`src/rtl/silife_max7219.sv`:
```
// silife_max7219: snapshots the cell matrix on a frame request and streams it,
// one row per 16-bit word, to a MAX7219 LED driver over CS/SCK/MOSI.
// The first frame after reset is preceded by the driver configuration words.
module silife_max7219 #(
  parameter int WIDTH   = 8,
  parameter int HEIGHT  = 8,
  parameter int CLK_DIV = 4
) (
  input  logic                      clk,
  input  logic                      reset,
  input  logic                      frame,
  input  logic [3:0]                brightness,
  input  logic [WIDTH*HEIGHT-1:0]   cells,
  output logic                      busy,
  output logic                      frame_done,
  output logic                      spi_cs,
  output logic                      spi_sck,
  output logic                      spi_mosi
);

  localparam int DIV_W = (CLK_DIV > 1) ? $clog2(CLK_DIV) : 1;
  localparam logic [DIV_W-1:0] DIV_LAST = DIV_W'(CLK_DIV - 1);

  // Word loading and frame completion happen on the state transitions
  // (IDLE->LOW, GAP->LOW, GAP->IDLE), so no cycle is spent outside the
  // LOW/HIGH/GAP phases and a word takes exactly 33*CLK_DIV cycles.
  typedef enum logic [1:0] {
    S_IDLE,
    S_LOW,
    S_HIGH,
    S_GAP
  } state_t;

  state_t                    state_q, state_d;
  logic [WIDTH*HEIGHT-1:0]   cells_q, cells_d;
  logic [3:0]                bright_q, bright_d;
  logic [3:0]                word_idx_q, word_idx_d;
  logic [3:0]                bit_cnt_q, bit_cnt_d;
  logic [DIV_W-1:0]          div_q, div_d;
  logic [15:0]               shift_q, shift_d;
  logic                      cs_q, cs_d;
  logic                      sck_q, sck_d;
  logic                      mosi_q, mosi_d;
  logic                      busy_q, busy_d;
  logic                      done_q, done_d;
  logic                      init_done_q, init_done_d;

  // Word source: live inputs at the accepting cycle, shadow copy afterwards.
  logic [WIDTH*HEIGHT-1:0]   src_cells;
  logic [3:0]                src_bright;
  logic [7:0]                rows [8];
  logic [3:0]                load_idx;
  logic [3:0]                eff_idx;
  logic [3:0]                row_sel;
  logic [3:0]                last_idx;
  logic [15:0]               load_word;
  logic                      div_end;

  assign src_cells  = (state_q == S_IDLE) ? cells : cells_q;
  assign src_bright = (state_q == S_IDLE) ? brightness : bright_q;

  // Row bytes: cell x drives data bit 7-x; unused digit rows read as zero.
  genvar gi, gx;
  generate
    for (gi = 0; gi < 8; gi++) begin : g_row
      if (gi < HEIGHT) begin : g_used
        for (gx = 0; gx < 8; gx++) begin : g_bit
          assign rows[gi][7-gx] = src_cells[gi*WIDTH+gx];
        end
      end else begin : g_unused
        assign rows[gi] = 8'h00;
      end
    end
  endgenerate

  assign div_end  = (div_q == DIV_LAST);
  assign last_idx = init_done_q ? 4'(HEIGHT) : 4'(HEIGHT + 4);
  assign load_idx = (state_q == S_IDLE) ? 4'd0 : word_idx_q + 4'd1;
  // Once configured, skip the four configuration slots of the word list.
  assign eff_idx  = load_idx + (init_done_q ? 4'd4 : 4'd0);
  assign row_sel  = eff_idx - 4'd5;

  // Select the 16-bit word for the slot about to be transmitted.
  always_comb begin
    load_word = 16'h0000;
    case (eff_idx)
      4'd0:    load_word = 16'h0C01;
      4'd1:    load_word = {8'h0B, 8'(HEIGHT - 1)};
      4'd2:    load_word = 16'h0900;
      4'd3:    load_word = 16'h0F00;
      4'd4:    load_word = {8'h0A, 4'h0, src_bright};
      default: load_word = {8'h01 + {5'b0, row_sel[2:0]}, rows[row_sel[2:0]]};
    endcase
  end

  // Next-state logic for the serializer FSM and all registered outputs.
  always_comb begin
    state_d     = state_q;
    cells_d     = cells_q;
    bright_d    = bright_q;
    word_idx_d  = word_idx_q;
    bit_cnt_d   = bit_cnt_q;
    div_d       = div_q;
    shift_d     = shift_q;
    cs_d        = cs_q;
    sck_d       = sck_q;
    mosi_d      = mosi_q;
    busy_d      = busy_q;
    done_d      = 1'b0;
    init_done_d = init_done_q;
    case (state_q)
      S_IDLE: begin
        if (frame) begin
          cells_d    = cells;
          bright_d   = brightness;
          word_idx_d = 4'd0;
          shift_d    = load_word;
          mosi_d     = load_word[15];
          cs_d       = 1'b0;
          sck_d      = 1'b0;
          bit_cnt_d  = 4'd15;
          div_d      = '0;
          busy_d     = 1'b1;
          state_d    = S_LOW;
        end
      end
      S_LOW: begin
        if (div_end) begin
          div_d   = '0;
          sck_d   = 1'b1;
          state_d = S_HIGH;
        end else begin
          div_d = div_q + 1'b1;
        end
      end
      S_HIGH: begin
        if (div_end) begin
          div_d = '0;
          sck_d = 1'b0;
          if (bit_cnt_q == 4'd0) begin
            cs_d    = 1'b1;
            mosi_d  = 1'b0;
            state_d = S_GAP;
          end else begin
            bit_cnt_d = bit_cnt_q - 4'd1;
            shift_d   = {shift_q[14:0], 1'b0};
            mosi_d    = shift_q[14];
            state_d   = S_LOW;
          end
        end else begin
          div_d = div_q + 1'b1;
        end
      end
      S_GAP: begin
        if (div_end) begin
          div_d = '0;
          if (word_idx_q == last_idx) begin
            done_d      = 1'b1;
            busy_d      = 1'b0;
            init_done_d = 1'b1;
            state_d     = S_IDLE;
          end else begin
            word_idx_d = word_idx_q + 4'd1;
            shift_d    = load_word;
            mosi_d     = load_word[15];
            cs_d       = 1'b0;
            bit_cnt_d  = 4'd15;
            state_d    = S_LOW;
          end
        end else begin
          div_d = div_q + 1'b1;
        end
      end
      default: state_d = S_IDLE;
    endcase
  end

  // State register; reset drops any transfer in flight and forces the link idle.
  always_ff @(posedge clk or posedge reset) begin
    if (reset) begin
      state_q     <= S_IDLE;
      cells_q     <= '0;
      bright_q    <= 4'h0;
      word_idx_q  <= 4'd0;
      bit_cnt_q   <= 4'd0;
      div_q       <= '0;
      shift_q     <= 16'h0000;
      cs_q        <= 1'b1;
      sck_q       <= 1'b0;
      mosi_q      <= 1'b0;
      busy_q      <= 1'b0;
      done_q      <= 1'b0;
      init_done_q <= 1'b0;
    end else begin
      state_q     <= state_d;
      cells_q     <= cells_d;
      bright_q    <= bright_d;
      word_idx_q  <= word_idx_d;
      bit_cnt_q   <= bit_cnt_d;
      div_q       <= div_d;
      shift_q     <= shift_d;
      cs_q        <= cs_d;
      sck_q       <= sck_d;
      mosi_q      <= mosi_d;
      busy_q      <= busy_d;
      done_q      <= done_d;
      init_done_q <= init_done_d;
    end
  end

  assign busy       = busy_q;
  assign frame_done = done_q;
  assign spi_cs     = cs_q;
  assign spi_sck    = sck_q;
  assign spi_mosi   = mosi_q;

endmodule

```
`config.mk`:
```
export PLATFORM = sky130hd
export DESIGN_NAME = silife_max7219
export DESIGN_NICKNAME = d
export VERILOG_FILES = /design/src/rtl/silife_max7219.sv
export SDC_FILE = /design/constraint.sdc
export NUM_CORES = 1
export LEC_CHECK = 0
export BUFFER_PORTS_ARGS = -buffer_cell sky130_fd_sc_hd__buf_2
export CAP_MARGIN = 15
export CORE_ASPECT_RATIO = 1.75
export CORE_UTILIZATION = 40
export CTS_CLUSTER_DIAMETER = 120
export DETAILED_ROUTE_END_ITERATION = 8
export GPL_TIMING_DRIVEN = 0
export PLACE_DENSITY = 0.63
export SLEW_MARGIN = 20
export SYNTH_ARGS = -nofsm -noshare
export SYNTH_HDL_FRONTEND = slang
export SYNTH_SLANG_ARGS = --single-unit
export TNS_END_PERCENT = 5
```
`constraint.sdc`:
```
create_clock -name clk -period 3.4 [get_ports clk]
set_input_delay 0.51 -clock clk [delete_from_list [all_inputs] [get_ports clk]]
set_output_delay 0.51 -clock clk [all_outputs]
set_load 0.05 [all_outputs]
```
==> flow_metrics.env <==
export IMPL_worst_path_largest_cell_delay_ns=0.45
export IMPL_antenna_found_initial=0
export IMPL_yosysUniqueCellTypes=54
export IMPL_syn2layout_area_growth_pct=18.3
export IMPL_clkSinkCount=101
export IMPL_p_per_area_nw_per_um2=1120
export IMPL_whs_ns=0.128
export IMPL_setup_ws_ns=0.163
export IMPL_arrival_ns=3.46
export IMPL_grt_pass1_wl_microns=20900
export IMPL_hold_viol_final=0
export IMPL_netlist_area_sq_um=5360
export IMPL_status="complete, no violations"
export IMPL_clock_skew_final_ns=0.00915
export IMPL_grt_max_degree=69
export IMPL_maxCapViolations=0
export IMPL_required_ns=3.63
export IMPL_dr_pass1_iters=4
export IMPL_cp_slowest_cell="dfrtp_1"
export IMPL_die_h_microns=155
export IMPL_synth_fp_nets=546
export IMPL_viasPerCell=5.37
export IMPL_cp_start_kind="register"
export IMPL_numCtsBuffers=9
export IMPL_drtIter0Drc=147
export IMPL_start_util=0.412
export IMPL_worstSetupPathType="register to register"
export IMPL_yosysSeqAreaShare=0.472
export IMPL_mostFrequentLayoutCells="100 x dfrtp_1, 79 x buf_2, 73 x mux2_2"
export IMPL_drive_gt1_frac=0.353
export IMPL_synthCells=460
export IMPL_synth_seq_cells=101
export IMPL_hpwl_microns=9790
export IMPL_cp_cell_sequence="inv_1 -> ha_1 -> buf_4 -> buf_6 -> nor2_1 -> ha_1 -> buf_4 -> xnor2_2 -> buf_6 -> mux2i_2 -> o22ai_1 -> a211o_1 -> nor2_1 -> o31ai_1"
export IMPL_post_drt_wl_per_cell_microns=17.5
export IMPL_slew_viol_final=0
export IMPL_coreArea_sq_um=13000
export IMPL_nets=634
export IMPL_p_leak_nw=2.88
export IMPL_io_buffers=75
export IMPL_layout_commonest_cell="dfrtp_1"
export IMPL_core_rowCount=55
export IMPL_yosys_warnings=0
export IMPL_num_vias=3888
export IMPL_fmax_mhz=309
export IMPL_nFillCells=1174
export IMPL_h_tree_depth=3
export IMPL_routed_wl_microns=12700
export IMPL_period_minus_slack_ns=3.24
export IMPL_max_slew_margin_rel=0.476
export IMPL_track_usage=0.201
export IMPL_first_global_vias=4195
export IMPL_clk_pin_slew_worst_paths_ns=0.07
export IMPL_cts_tree="done"
export IMPL_clkLatencyLatePin_ns=0.35
export IMPL_clockBufferDepth=2
export IMPL_max_vdd_ir_drop_mv=0.517
export IMPL_setup_violations=0
export IMPL_route_detailed_drc=0
export IMPL_avgSynthCellArea_sq_um=11.6
export IMPL_antenna_cells=0
export IMPL_ioPinCount=76
export IMPL_gr_total_overflow=0
export IMPL_cp_end_kind="register"
export IMPL_path_delay_family="buffers and inverters"
export IMPL_ant_nets=0
export IMPL_globalplace_congestion=0.835
export IMPL_worstPathBufferInverterCount=5
export IMPL_hp_class="input port to async pin"
export IMPL_min_period_over_period=0.952
export IMPL_rsz0062_at_grt="true"
export IMPL_dieArea_sq_um=13900
export IMPL_worstMarginPinSlew_ns=0.786
export IMPL_place_ws_ns=-0.424
export IMPL_path_max_fanout=10
export IMPL_die_w_microns=89.5
export IMPL_clockRootBuffer="clkbuf_16"
## where the power goes
part | leakage [nW] | internal [mW] | total [mW] | switching, mW
Clock | 0.159 | 0.654 | 1.13 | 0.475
Combinational | 1.51 | 1.87 | 3.89 | 2.02
Sequential | 1.21 | 1.75 | 2.04 | 0.294
## Yosys cell counts, drive strengths merged
library cell,n,share of area
o22a,1,0.0016
o32a,1,0.0019
a211oi,1,0.0014
and3,3,0.0035
mux2,76,0.16
dfrtp,100,0.47
a221oi,2,0.0044
or3b,1,0.0016
o221ai,1,0.0016
o22ai,5,0.0058
o21ai,17,0.017
a31oi,3,0.0035
a21o,1,0.0014
nor3b,2,0.0028
a22oi,8,0.011
or2,2,0.0023
xor2,3,0.0084
o211ai,2,0.0028
ha,15,0.035
xnor2,3,0.0049
nand3,6,0.0056
buf,18,0.017
a32o,1,0.0019
nand2b,3,0.0035
o31ai,6,0.0084
a21boi,1,0.0021
o21a,2,0.0030
inv,17,0.012
a21oi,31,0.029
nor2b,4,0.0047
nand2,21,0.015
a22o,6,0.0098
and2,1,0.0012
mux4,9,0.040
nor4,2,0.0023
o32ai,1,0.0016
mux2i,33,0.062
clkbuf,7,0.0049
nor3,5,0.0047
nor2,36,0.025
dfstp,1,0.0049
a211o,2,0.0033
## stage by stage
| stage | instances | utilization | power (mW) | TNS, ns | cell area, sq um |
|---|---|---|---|---|---|
| 3_5_place_dp | 707 | 0.460 | 5.87 | -1.15 | 5980 |
| 5_1_grt | 724 | 0.487 | 7.56 | -0.0732 | 6330 |
| 4_1_cts | 724 | 0.486 | 7.08 | 0 | 6320 |
| 2_1_floorplan | 460 | - | 4.98 | 0 | 5360 |
| 6_report | 724 | 0.487 | 7.06 | 0 | 6330 |
| 3_3_place_gp | 706 | 0.457 | 5.76 | -88.55 | 5950 |
## routing by layer
metal  track usage  up-vias  wire length, microns
met5             0        -                     0
met3        0.0329       25                   398
met2         0.364       90                  7060
met4        0.0854        0                   433
met1         0.227     1930                  4780
li1              -     1843                     -
## registers in the layout, summed over array words and instances, names as in the netlist
register,flops
spi_mosi,1
frame_done,1
spi_sck,1
busy,1
word_idx_q,4
bright_q,4
div_q,2
spi_cs,1
bit_cnt_q,4
shift_q,15
state_q,2
cells_q,64
init_done_q,1
## worst reg2reg max path, delay by kind of cell (launching register included)
kind | cells | cell delay [ns]
adder cells (fa/ha/maj) | 2 | 0.59
AO/OA/AOI/OAI | 3 | 0.45
buffers and inverters | 5 | 0.96
multiplexers | 1 | 0.28
flip-flops | 1 | 0.45
AND/OR/NAND/NOR | 2 | 0.16
XOR/XNOR | 1 | 0.23
## area by class of cell
type / count / area (sq um) / area share
multi-input combinational: 317 / 2660 / 0.419
inverter: 17 / 68.8 / 0.0109
timing repair buffer: 77 / 410 / 0.0648
buffer: 25 / 134 / 0.0211
clock inverter: 6 / 93.8 / 0.0148
sequential: 101 / 2530 / 0.399
tap: 171 / 214 / 0.0338
clock buffer: 10 / 229 / 0.0361
## what timing repair did
| item | in CTS | in global routing |
|---|---|---|
| endpoints found under the setup margin | 5 | 4 |
| hold endpoints to repair | 0 | 0 |
| pin swaps | 1 | 0 |
| buffers inserted | 1 | 0 |
| hold buffers | 0 | 0 |
| resized for setup | 4 | 6 |
## cell families (layout without fill, tap and decap cells)
family          count (synthesis)  in the layout  synth area share
fa+ha+maj                      15             15            0.0350
xor+xnor                        6              6            0.0133
flops                         101            101             0.472
compound gates                 92             92             0.111
simple gates                   86             86            0.0726
buf+inv                        42            135            0.0341
mux                           118            118             0.261
## worst paths after layout
kind / from / endpoint / slack (ns) / cells past startpoint
min reg2reg: spi_mosi / spi_mosi / 0.48 / 2
max in group asynchronous: reset / cells_q[21] / 2.64 / 3
min: reset / spi_sck / 0.13 / 2
max: state_q[1] / shift_q[2] / 0.16 / 14
min in group clk: cells[32] / cells_q[32] / 0.38 / 2
max reg2reg: state_q[1] / shift_q[2] / 0.16 / 14
(Power assumes the default switching activity.)
